<file path="config.mk">
export PLATFORM = sky130hd
export DESIGN_NAME = reg_writeback
export DESIGN_NICKNAME = d
export VERILOG_FILES = /design/src/rtl/reg_writeback.sv
export SDC_FILE = /design/constraint.sdc
export NUM_CORES = 1
export LEC_CHECK = 0
export BUFFER_PORTS_ARGS = -buffer_cell sky130_fd_sc_hd__buf_2
export CORE_UTILIZATION = 48
export CTS_CLUSTER_SIZE = 16
export DETAILED_ROUTE_END_ITERATION = 16
export HOLD_SLACK_MARGIN = 0.1
export PLACE_DENSITY = 0.75
export SETUP_SLACK_MARGIN = 0.4
export SKIP_CTS_REPAIR_TIMING = 1
export SLEW_MARGIN = 0
export SYNTH_ARGS = -nofsm -noshare
export SYNTH_HDL_FRONTEND = slang
export SYNTH_SLANG_ARGS = --single-unit
</file>
<file path="constraint.sdc">
create_clock -name clk -period 2.7 [get_ports clk]
set_clock_uncertainty 0.15 [all_clocks]
set_input_delay 0.405 -clock clk [delete_from_list [all_inputs] [get_ports clk]]
set_output_delay 0.405 -clock clk [all_outputs]
set_load 0.005 [all_outputs]
</file>
<file path="src/rtl/reg_writeback.sv">
// Register-file write-back buffer: valid/ready intake, ALU/load select, FIFO, one write per cycle.
// Define REG_WRITEBACK_BYPASS_EN to compile in the operand forwarding lookup.
module reg_writeback #(
   parameter int DEPTH  = 4,
   parameter int DATA_W = 32,
   parameter int ADDR_W = 5
) (
   input  logic              clk,
   input  logic              reset,
   input  logic              flush,
   input  logic              in_valid,
   output logic              in_ready,
   input  logic [ADDR_W-1:0] in_reg,
   input  logic [DATA_W-1:0] in_alu,
   input  logic [DATA_W-1:0] in_mem,
   input  logic              in_memtoreg,
   input  logic              in_regwrite,
   output logic [ADDR_W-1:0] writereg,
   output logic [DATA_W-1:0] writedata,
   output logic              regwrite,
   output logic [$clog2(DEPTH):0] count,
   input  logic [ADDR_W-1:0] readreg1,
   input  logic [ADDR_W-1:0] readreg2,
   output logic              fwd1_hit,
   output logic              fwd2_hit,
   output logic [DATA_W-1:0] fwd1_data,
   output logic [DATA_W-1:0] fwd2_data
);
   localparam int PW = $clog2(DEPTH);
   localparam int CW = PW + 1;

   logic [ADDR_W-1:0] addr_q [DEPTH];
   logic [DATA_W-1:0] data_q [DEPTH];
   logic [PW-1:0]     rd_ptr_q, rd_ptr_d, wr_ptr_q, wr_ptr_d;
   logic [CW-1:0]     count_q, count_d;
   logic [ADDR_W-1:0] writereg_q;
   logic [DATA_W-1:0] writedata_q;
   logic              regwrite_q;
   logic              accept, push, pop;

   // Ready depends only on state and flush, never on a same-cycle pop.
   assign in_ready = (count_q < CW'(DEPTH)) && !flush;
   assign accept   = in_valid && in_ready;
   assign push     = accept && in_regwrite && (in_reg != '0);
   assign pop      = (count_q != '0) && !flush;

   always_comb begin
      rd_ptr_d = rd_ptr_q;
      wr_ptr_d = wr_ptr_q;
      count_d  = count_q;
      if (flush) begin
         rd_ptr_d = '0;
         wr_ptr_d = '0;
         count_d  = '0;
      end else begin
         if (push) wr_ptr_d = wr_ptr_q + 1'b1;
         if (pop)  rd_ptr_d = rd_ptr_q + 1'b1;
         if (push && !pop)      count_d = count_q + 1'b1;
         else if (pop && !push) count_d = count_q - 1'b1;
      end
   end

   always_ff @(posedge clk) begin
      if (push) begin
         addr_q[wr_ptr_q] <= in_reg;
         data_q[wr_ptr_q] <= in_memtoreg ? in_mem : in_alu;
      end
   end

   always_ff @(posedge clk or posedge reset) begin
      if (reset) begin
         rd_ptr_q    <= '0;
         wr_ptr_q    <= '0;
         count_q     <= '0;
         regwrite_q  <= 1'b0;
         writereg_q  <= '0;
         writedata_q <= '0;
      end else begin
         rd_ptr_q   <= rd_ptr_d;
         wr_ptr_q   <= wr_ptr_d;
         count_q    <= count_d;
         regwrite_q <= pop;
         if (pop) begin
            writereg_q  <= addr_q[rd_ptr_q];
            writedata_q <= data_q[rd_ptr_q];
         end
      end
   end

   assign writereg  = writereg_q;
   assign writedata = writedata_q;
   assign regwrite  = regwrite_q;
   assign count     = count_q;

`ifdef REG_WRITEBACK_BYPASS_EN
   // Scan oldest to youngest so the last match wins: output register first, then FIFO order.
   function automatic logic [DATA_W:0] lookup(input logic [ADDR_W-1:0] ra);
      logic              hit;
      logic [DATA_W-1:0] d;
      logic [PW-1:0]     idx;
      hit = 1'b0;
      d   = '0;
      if (ra != '0) begin
         if (regwrite_q && (writereg_q == ra)) begin
            hit = 1'b1;
            d   = writedata_q;
         end
         for (int i = 0; i < DEPTH; i++) begin
            idx = rd_ptr_q + PW'(i);
            if ((CW'(i) < count_q) && (addr_q[idx] == ra)) begin
               hit = 1'b1;
               d   = data_q[idx];
            end
         end
      end
      return {hit, d};
   endfunction

   always_comb begin
      {fwd1_hit, fwd1_data} = lookup(readreg1);
      {fwd2_hit, fwd2_data} = lookup(readreg2);
   end
`else
   logic unused_readreg;
   assign unused_readreg = ^{readreg1, readreg2};
   assign fwd1_hit  = 1'b0;
   assign fwd2_hit  = 1'b0;
   assign fwd1_data = '0;
   assign fwd2_data = '0;
`endif

endmodule

</file>
# After elaboration in Yosys (flattened, before gate mapping)
# Memory sizes are Yosys's and may differ from the RTL's. A register that Yosys moved wholly into a read port is not among the register bits.
# Cells that the tools add are included.
# totals
regBits	8
ram_bits	148
inputBits	85
out_inout_bits	108
elab_cells	36
n_memories	2
# op_classes
addsub	4
order_cmp	1
muxes	10
n_reduce_logical	15
# memory_table
memory	words	word_bits	rd	rd_ports_with_merged_regs	write_ports	line_no	rtl
data_q	4	32	1	1	1	33	logic [DATA_W-1:0] data_q [DEPTH];
addr_q	4	5	1	1	1	32	logic [ADDR_W-1:0] addr_q [DEPTH];
# op_table
op	n
32-bit 2-to-1 mux	1
3-bit 2-to-1 mux	3
2-bit 2-to-1 mux	4
1-bit logical AND	7
3-bit nonzero test	2
5-bit nonzero test	1
2-bit by 1-bit adder with 2-bit output (second input constant)	2
2-bit nonzero test	2
3-bit by 1-bit adder with 3-bit output (second input constant)	1
1-bit logical NOT	3
3-bit less-than comparator (second input constant)	1
3-bit by 1-bit subtractor with 3-bit output (second input constant)	1
1-bit 2-to-1 mux	2

# Logic depth before layout (Yosys ltp)
# Gate-level depths: netlist of run 1.
# depth
depth_word	10
mapped_depth	9
mapped_depth_nobuf	7

# Least setup slack after synthesis of run 1
# No wires, ideal clock.
# synth_timing
kind	input -> register
from	in flush
to	mem addr_q[0][0], enable pin
setup_ps	432
arrival_ps	2554
t_required_ps	2118
setup_slack_ps	-435
path_stages	5
n_path_buf	2
path_cell_list	buf_6 > nor2_4 > o2111ai_4 > buf_6 > nor2_1
# synth_between
elab_chain_cells	7
# synth_lines
item	line_no	rtl
start, declared	10	input logic flush,
1-bit logical NOT	42	assign in_ready = (count_q < CW'(DEPTH)) && !flush;
1-bit logical AND	42	
via in_ready	12	output logic in_ready,
1-bit logical AND	43	assign accept = in_valid && in_ready;
1-bit logical AND (2 in a row)	44	assign push = accept && in_regwrite && (in_reg != '0);
1-bit 2-to-1 mux	64	if (push) begin
1-bit 2-to-1 mux (not written as such)	65	addr_q[wr_ptr_q] <= in_reg;
end, declared	32	
# The timed path passes the listed nets, and every way through them passes these cells.

# Worst setup path in the final report of run 1
# layout_timing
from	reg count_q[2] (netlist: count[2])
to	mem data_q[3][9], enable pin
# layout_between
elab_chain_cells	7
# layout_lines
item	line_no	rtl
start, declared	35	logic [CW-1:0] count_q, count_d;
start signal, assigned	81	count_q <= count_d;
3-bit less-than comparator	42	
1-bit logical AND	42	
1-bit logical AND	43	
1-bit logical AND (2 in a row)	44	
1-bit 2-to-1 mux	64	
1-bit 2-to-1 mux	66	data_q[wr_ptr_q] <= in_memtoreg ? in_mem : in_alu;
end, declared	33	
# Every way passes these cells.

==> flow_summary.yaml, run 1 <==
yosys:
  postSynthAreaPerCell_um2: 18.8
  synth_cell_type_count: 32
  synth_top_area_share_pct: 54.8
  yosys_warnings: 0
  synth.most_common_cell: "sky130_fd_sc_hd__edfxtp_1"
  asyncSetResetFlopFracSynth_pct: 23.3
  ys_top_cells_by_area: "sky130_fd_sc_hd__edfxtp_1, sky130_fd_sc_hd__dfrtp_1, sky130_fd_sc_hd__mux4_2"
  ys_dominant_reg_cell: "sky130_fd_sc_hd__edfxtp_1"
  synth_top_cells_by_count: "sky130_fd_sc_hd__edfxtp_1, sky130_fd_sc_hd__mux2_2, sky130_fd_sc_hd__buf_4"
  mappedNetlistArea_um2: 8110
  netlist.top_cell.by_area: "sky130_fd_sc_hd__edfxtp_1"
  ys_seq_area_share_pct: 68.7
  postSynthRegisterBits: 193
  synth_cells: 431
  synth_enable_flop_cells: 148
status:
  result_of_the_run: "complete, no violations"
critical_path:
  rr_endpoint: "data_q[3][9]"
  ff2ff_path_depth: 4
  critical_path_peak_fanout: 37
  timing.critical_path.from: "count[2]"
  setup.worst_path.end: "data_q[3][9]"
  critPathCaptureType: "register"
  worst_r2r_startpoint: "count[2]"
  critical_path_required_ns: 2.59
  timing.critical_path.arrival_ns: 2.38
  cp_launch_type: "register"
  class_of_the_most_critical_setup_path: "register to register"
  r2r_slack_ns: 0.21
route:
  via_count: 3986
  drt_pass1_iterations: 6
  detail_route.wl_per_cell_um: 17.9
  totalWireLength_um: 14200
  post_drt_via_cell_ratio: 5.01
  drtAntennaViolNets: 0
  detail_route.iter0.violations: 280
  post-route-drc-count: 0
power:
  power.share.switching_pct: 25.9
  p_switching_mw: 2.19
  comb_power_share_pct: 23.5
  cell_internal_pwr_mw: 6.24
  clkPwrFrac_pct: 30.8
  pwr-share-seq_pct: 45.7
  p_leak_nw: 3.52
  power_density_normalized_to_cell_area_nw_per_um2: 894
  max-vdd-ir-drop_v: 0.000660
cells_and_area:
  final_design_area_no_fill_um2: 9430
  drive_gt1_share_pct: 48.4
  finish.utilization_pct: 57.1
  layout_nets: 653
  synthToLayoutAreaGrowth_pct: 16.3
  filler_cell_count: 1295
  num_antenna_cells: 0
clock_network:
  cts_tree: "built"
  clock_tree.htree_level_count: 4
  cts.sinks: 193
  clock-root-buffer: "sky130_fd_sc_hd__clkbuf_16"
  clkTransAtPathRegs_ns: 0.07
  clk-insertion-delay-late_ns: 0.43
  clk_path_buf_depth: 2
  cts_buffers: 17
die:
  initial_core_util_pct: 49.1
  die_area_um2: 17400
  boundaryPins: 193
  placement_rows: 47
  chipHeight_um: 132
  fp.coreArea_um2: 16500
  die_width_um: 132
global_routing:
  grtUsageTotal_pct: 17.3
  grt_max_degree: 39
  antenna_found_initial: 0
  grt_pass1_wl_um: 22100
  grt_pass1_vias: 4125
  grt_overflow: 0
sta:
  achievable-frequency_mhz: 402
  grt_setup_unrepaired: "yes"
  max-slew-margin-rel_pct: 16.0
  fin_crit_sh_pct: 92.1
  slew_violations: 0
  setup_viol_count_final: 0
  final_critical_path_setup_slack_ns: 0.213
  setup_total_negative_slack_ns: 0
  final_hold_violating_endpoints: 0
  fin_crit_ns: 2.49
  worst_slew_pin_slew_ns: 1.26
placed_design:
  io_buffer_count: 116
  pre_cts_ws_ns: 0.00858
  finalWeightedCongestion: 0.728
  placed_wire_length_estimate_um: 8710
  placedInstanceArea_um2: 8750
hold_path:
  hold_class: "input pin to register"
flow_run:
  maxCapViolCount: 0
-- final cells by class --
class / count / area (um2) / area share (%)
inverter: 10 / 37.5 / 0.398
clock inverter: 14 / 186 / 1.98
multi-input combinational: 209 / 2220 / 23.5
tap: 220 / 275 / 2.92
clock buffer: 18 / 429 / 4.55
timing repair buffer: 132 / 716 / 7.59
sequential: 193 / 5570 / 59.1
-- worst min-delay path by stage --
stage                     slack [ns]             to  depth (start not counted)       start
after global routing            0.17   data_q[3][8]                          2   in_alu[8]
final                           0.18  data_q[0][16]                          2  in_alu[16]
after global placement          0.30  writedata[15]                          2       reset
after floorplan                 0.35   addr_q[0][0]                          0   in_reg[0]
after detailed placement        0.31  writedata[15]                          2       reset
after CTS                      -0.15  writedata[10]                          2       reset
-- metal layers --
metal / part of all wire, % / routed length (um) / up-vias / track usage [%]
li1: - / - / 1788 / -
met1: 43 / 6090 / 2052 / 21.3
met2: 51 / 7310 / 128 / 29.3
met3: 4.1 / 582 / 18 / 4.08
met4: 1.6 / 225 / 0 / 7.24
met5: 0 / 0 / - / 0
-- flip-flops by register name, indices dropped and copies added, names as in the netlist --
signal,count
writedata,32
data_q,128
regwrite,1
addr_q,20
rd_ptr_q,2
wr_ptr_q,2
writereg,5
count,3
-- cell usage in the layout, fill, tap and decap left out, types with 5 or more instances in the layout --
master	n
sky130_fd_sc_hd__inv_1	9
sky130_fd_sc_hd__nor2_1	5
sky130_fd_sc_hd__edfxtp_1	148
sky130_fd_sc_hd__conb_1	66
sky130_fd_sc_hd__clkbuf_16	17
sky130_fd_sc_hd__buf_2	116
sky130_fd_sc_hd__buf_4	10
sky130_fd_sc_hd__dlygate4sd3_1	6
sky130_fd_sc_hd__nor2_4	7
sky130_fd_sc_hd__mux4_2	37
sky130_fd_sc_hd__mux2_2	69
sky130_fd_sc_hd__dfrtp_1	43
-- power groups by stage --
stage	Combinational [mW]	Sequential (mW)	Clock, mW
after floorplan	1.39	3.86	0
after global placement	1.89	3.90	0
after detailed placement	1.96	3.92	0
after CTS	1.97	3.85	2.64
after global routing	2.16	3.90	2.77
final	1.98	3.85	2.60
-- logic make-up after synthesis --
group | share of synthesized area (%)
muxes | 20.0
AOI/OAI and AO/OA | 0.956
other | 0.0462
and+or+nand+nor | 1.34
adders and majority gates | 0.864
xor gates and xnor gates | 0.324
buffers and inverters | 7.81
DFF | 68.7
-- per-stage QoR --
stage          hold slack, ns  cells  power [mW]
6_report                0.178    796        8.43
3_5_place_dp            0.315    757        5.87
2_1_floorplan           0.354    496        5.25
5_1_grt                 0.174    796        8.84
3_3_place_gp            0.303    757        5.79
4_1_cts                -0.151    789        8.46
-- worst max-delay path, stage by stage, from the launching register on --
cell and delay [ns]:
sky130_fd_sc_hd__dfrtp_1 0.48, sky130_fd_sc_hd__nor2_4 0.15, sky130_fd_sc_hd__o2111ai_4 0.15, sky130_fd_sc_hd__buf_4 0.21, sky130_fd_sc_hd__nor2_4 0.95
(Power assumes the default switching activity.)
==> inputs of run 2 (changes only) <==
--- a/config.mk
+++ b/config.mk
@@ -10,7 +10,7 @@
 export CTS_CLUSTER_SIZE = 16
 export DETAILED_ROUTE_END_ITERATION = 16
 export HOLD_SLACK_MARGIN = 0.1
-export PLACE_DENSITY = 0.75
+export PLACE_DENSITY = 0.82
 export SETUP_SLACK_MARGIN = 0.4
 export SKIP_CTS_REPAIR_TIMING = 1
 export SLEW_MARGIN = 0
==> run 2 against run 1 <==
Sequential cell count unchanged. Count of clock-buffer cells in the layout rose by 4. Clock power increased by 7%. Sequential share of layout area down 0.34 points. Critical path type unchanged. Worst hold slack worse by 0.0035 ns. Combinational power hardly changed. Power grew 2.5%. Sequential power increased by 1%. First-iteration DRC count down 11%. Largest cell class unchanged. Fmax increased by 1.9%. Setup slack improved by 0.047 ns.
==> flow_summary.yaml, run 2 (synthesis results as in run 1) <==
global_routing:
  grt_pass1_wl_um: 22400
  grt_max_degree: 39
  antenna_found_initial: 0
  grt_pass1_vias: 4135
  grtUsageTotal_pct: 17.5
  grt_overflow: 0
critical_path:
  critical_path_required_ns: 2.58
  timing.critical_path.arrival_ns: 2.32
  critical_path_peak_fanout: 37
  cp_launch_type: "register"
  critPathCaptureType: "register"
  class_of_the_most_critical_setup_path: "register to register"
die:
  placement_rows: 47
  chipHeight_um: 132
  initial_core_util_pct: 49.1
  boundaryPins: 193
  die_width_um: 132
  fp.coreArea_um2: 16500
  die_area_um2: 17400
sta:
  hold_ws_ns: 0.174
  max-slew-margin-rel_pct: 16.1
  setup_viol_count_final: 0
  slew_violations: 0
  grt_setup_unrepaired: "yes"
  fin_crit_sh_pct: 90.4
  fin_crit_ns: 2.44
  achievable-frequency_mhz: 410
  worst_slew_pin_slew_ns: 1.26
  final_hold_violating_endpoints: 0
  final_critical_path_setup_slack_ns: 0.260
power:
  p_leak_nw: 3.53
  power.share.switching_pct: 25.0
  pwr-share-seq_pct: 45.1
  cell_internal_pwr_mw: 6.48
  p_switching_mw: 2.16
  total_power_mw: 8.64
  clkPwrFrac_pct: 32.1
  max-vdd-ir-drop_v: 0.000577
  power_density_normalized_to_cell_area_nw_per_um2: 911
  comb_power_share_pct: 22.8
cells_and_area:
  finish.utilization_pct: 57.4
  multi_input_comb_area_um2: 2220
  final_cell_mix: "sky130_fd_sc_hd__edfxtp_1, sky130_fd_sc_hd__buf_2, sky130_fd_sc_hd__mux2_2, sky130_fd_sc_hd__conb_1, sky130_fd_sc_hd__dfrtp_1"
  largest_register: "data_q"
  most_common_cell_after_layout_fill_and_taps_aside: "sky130_fd_sc_hd__edfxtp_1"
  layout_nets: 652
  final_design_area_no_fill_um2: 9490
  num_antenna_cells: 0
  number_of_flip_flops_under_the_largest_register_name: 128
  filler_cell_count: 1287
  synthToLayoutAreaGrowth_pct: 17.0
  drive_gt1_share_pct: 48.2
  seq_area_um2: 5580
route:
  detail_route.iter0.violations: 248
  post_drt_via_cell_ratio: 4.99
  totalWireLength_um: 14300
  post-route-drc-count: 0
  drt_pass1_iterations: 4
  detail_route.wl_per_cell_um: 18.0
  drtAntennaViolNets: 0
  via_count: 3967
status:
  result_of_the_run: "complete, no violations"
flow_run:
  maxCapViolCount: 0
clock_network:
  cts_tree: "built"
  clock-root-buffer: "sky130_fd_sc_hd__clkbuf_16"
  cts_buffers: 17
  cts.sinks: 193
  clk_path_buf_depth: 2
  clock_tree.htree_level_count: 4
  clkTransAtPathRegs_ns: 0.07
  clk-insertion-delay-late_ns: 0.43
placed_design:
  finalWeightedCongestion: 0.764
  placedInstanceArea_um2: 8750
  io_buffer_count: 116
  placed_wire_length_estimate_um: 8740
  pre_cts_ws_ns: -0.00232
hold_path:
  hold_class: "input pin to register"
run 2: per-layer routing:
metal / share of wire, % / routed length [um] / global-route usage [%]
met1: 41 / 5860 / 21.1
met5: 0 / 0 / 0
met3: 5.4 / 769 / 5.38
met2: 53 / 7570 / 30.3
met4: 0.87 / 125 / 5.36
run 2: final cells by class:
type                            count  share of cell area, %
Clock buffer                       22                   4.79
Sequential cell                   193                   58.7
Tap cell                          220                   2.90
Multi-Input combinational cell    209                   23.4
Timing Repair Buffer              131                   7.59
Clock inverter                     10                   2.19
Inverter                           10                  0.395
run 2: worst max-delay path: stages, from the launching register on:
cell	delay [ns]
sky130_fd_sc_hd__dfrtp_1	0.42
sky130_fd_sc_hd__nor2_4	0.12
sky130_fd_sc_hd__o2111ai_4	0.15
sky130_fd_sc_hd__buf_4	0.24
sky130_fd_sc_hd__nor2_4	0.96
run 2: power groups by stage:
stage          registers, mW  clock network, mW  logic [mW]
2_1_floorplan           3.86                  0        1.39
3_3_place_gp            3.96                  0        1.87
3_5_place_dp            3.97                  0        1.94
4_1_cts                 3.92               2.82        1.95
5_1_grt                 3.96               2.93        2.15
6_report                3.90               2.77        1.97
run 2: through the flow:
step           setup TNS, ns  instances
2_1_floorplan              0        496
4_1_cts                    0        788
6_report                   0        795
3_5_place_dp        -0.00232        756
3_3_place_gp               0        756
5_1_grt                    0        795
run 2: worst paths after layout:
kind,from,end,slack [ns],cells after the start
hold reg to reg,writedata[21],writedata[21],0.35,1
setup reg to reg,count[2],data_q[3][23],0.26,4
setup / recovery,count[2],data_q[3][23],0.26,4
hold / removal,in_mem[3],data_q[0][3],0.17,2
max in group asynchronous,reset,writedata[25],1.37,4
min in group asynchronous,reset,count[0],0.41,3
==> inputs of run 3 (changes only) <==
--- a/config.mk
+++ b/config.mk
@@ -5,11 +5,12 @@
 export SDC_FILE = /design/constraint.sdc
 export NUM_CORES = 1
 export LEC_CHECK = 0
-export BUFFER_PORTS_ARGS = -buffer_cell sky130_fd_sc_hd__buf_2
+export BUFFER_PORTS_ARGS = -buffer_cell sky130_fd_sc_hd__buf_4
 export CORE_UTILIZATION = 48
 export CTS_CLUSTER_SIZE = 16
 export DETAILED_ROUTE_END_ITERATION = 16
 export HOLD_SLACK_MARGIN = 0.1
+export MAX_ROUTING_LAYER = met4
 export PLACE_DENSITY = 0.82
 export SETUP_SLACK_MARGIN = 0.4
 export SKIP_CTS_REPAIR_TIMING = 1
==> run 3 against run 2 <==
First-iteration DRC count up 0.40%. Register-to-register slack lost 0.07 ns. Non-clock buffer count fell by 3. Critical path depth did not move. Die area is the same. Design area grew 3.0%. Largest cell class unchanged.
==> flow_summary.yaml, run 3 (synthesis results as in run 1) <==
status:
  result_of_the_run: "complete, no violations"
clock_network:
  clock-root-buffer: "sky130_fd_sc_hd__clkbuf_16"
  cts_buffers: 17
  clock_tree.htree_level_count: 4
  clkTransAtPathRegs_ns: 0.06
  cts.sinks: 193
  clk_path_buf_depth: 2
  cts_tree: "built"
  clk-insertion-delay-late_ns: 0.42
power:
  p_leak_nw: 3.63
  power.share.switching_pct: 24.5
  cell_internal_pwr_mw: 6.69
  p_switching_mw: 2.17
  max-vdd-ir-drop_v: 0.000593
  clkPwrFrac_pct: 31.5
  comb_power_share_pct: 24.5
  power_density_normalized_to_cell_area_nw_per_um2: 907
  pwr-share-seq_pct: 44.1
die:
  placement_rows: 47
  fp.coreArea_um2: 16500
  die_width_um: 132
  boundaryPins: 193
  chipHeight_um: 132
  initial_core_util_pct: 49.1
  die_area_um2: 17400
cells_and_area:
  drive_gt1_share_pct: 48.0
  finish.utilization_pct: 59.1
  final_cell_mix: "sky130_fd_sc_hd__edfxtp_1, sky130_fd_sc_hd__buf_4, sky130_fd_sc_hd__mux2_2, sky130_fd_sc_hd__conb_1, sky130_fd_sc_hd__dfrtp_1"
  number_of_flip_flops_under_the_largest_register_name: 128
  synthToLayoutAreaGrowth_pct: 20.5
  largest_register: "data_q"
  most_common_cell_after_layout_fill_and_taps_aside: "sky130_fd_sc_hd__edfxtp_1"
  num_antenna_cells: 0
  layout_nets: 650
critical_path:
  cp_delay_by_family_top: "simple AND/OR/NAND/NOR gates"
  timing.critical_path.mode_cell: "sky130_fd_sc_hd__nor2_4"
  cp.buffers_inverters: 1
  r2r_slack_ns: 0.19
  timing.critical_path.arrival_ns: 2.39
  class_of_the_most_critical_setup_path: "register to register"
  worst_path_largest_cell_delay_ns: 0.95
  crit_chain: "nor2_4 > o2111ai_4 > buf_4 > nor2_4"
  critPathCaptureType: "register"
  critical_path_peak_fanout: 37
  timing.critical_path.slowest_stage_cell: "sky130_fd_sc_hd__nor2_4"
  cp_launch_type: "register"
  critical_path_required_ns: 2.59
placed_design:
  io_buffer_count: 116
  finalWeightedCongestion: 0.717
  placed_wire_length_estimate_um: 8820
route:
  detail_route.wl_per_cell_um: 18.3
  post-route-drc-count: 0
  drt_pass1_iterations: 4
  drtAntennaViolNets: 0
  post_drt_via_cell_ratio: 5.00
  detail_route.iter0.violations: 249
  totalWireLength_um: 14500
  via_count: 3968
sta:
  final_hold_violating_endpoints: 0
  achievable-frequency_mhz: 399
  fin_crit_sh_pct: 92.8
  worst_slew_pin_slew_ns: 1.23
  setup_total_negative_slack_ns: 0
  grt_setup_unrepaired: "yes"
  max-slew-margin-rel_pct: 17.5
  setup_viol_count_final: 0
  fin_crit_ns: 2.51
  slew_violations: 0
hold_path:
  hold_class: "input pin to register"
flow_run:
  maxCapViolCount: 0
global_routing:
  grtUsageTotal_pct: 18.0
  grt_pass1_wl_um: 22300
  grt_overflow: 0
  grt_pass1_vias: 4166
  antenna_found_initial: 0
  grt_max_degree: 38
[run 3: through the flow]
step | hold slack (ns) | setup WS [ns] | cells | instance area, um2 | total power, mW
after detailed placement | 0.212 | 0.0332 | 753 | 9030 | 6.14
after global routing | 0.125 | 0.0391 | 793 | 9770 | 9.25
after global placement | 0.210 | 0.0511 | 753 | 9030 | 6.04
after CTS | -0.247 | 0.150 | 785 | 9700 | 8.92
final | 0.133 | 0.195 | 793 | 9770 | 8.86
after floorplan | 0.354 | 0.0563 | 496 | 8380 | 5.25
[run 3: path summary, 6_finish.rpt]
kind	startpoint	end	depth (start not counted)
setup / recovery	count[2]	data_q[1][9]	4
max in group asynchronous	reset	rd_ptr_q[0]	4
setup reg to reg	count[2]	data_q[1][9]	4
min in group asynchronous	reset	writedata[17]	3
hold / removal	flush	wr_ptr_q[0]	2
hold reg to reg	writedata[27]	writedata[27]	1
[run 3: cell type report]
class	instances	area [um2]
well taps	220	275
inverters	10	37.5
clock inverters	12	210
clock buffers	20	457
multi-input cells	210	2220
fillers	1229	6750
flip-flops and latches	193	5580
repair buffers	128	1000
[run 3: routing by layer]
metal	GRT usage [%]	up-vias	routed length, um
li1	-	1779	-
met1	20.4	2026	5690
met2	31.2	144	7900
met3	4.77	19	726
met4	5.81	0	195
met5	-	-	0
[run 3: power groups by stage]
stage               combinational (mW)  clock, mW  sequential [mW]
detailed placement                2.16          0             3.98
floorplan                         1.39          0             3.86
global route                      2.34       2.94             3.96
CTS                               2.17       2.83             3.92
global placement                  2.07          0             3.97
finish                            2.17       2.79             3.90
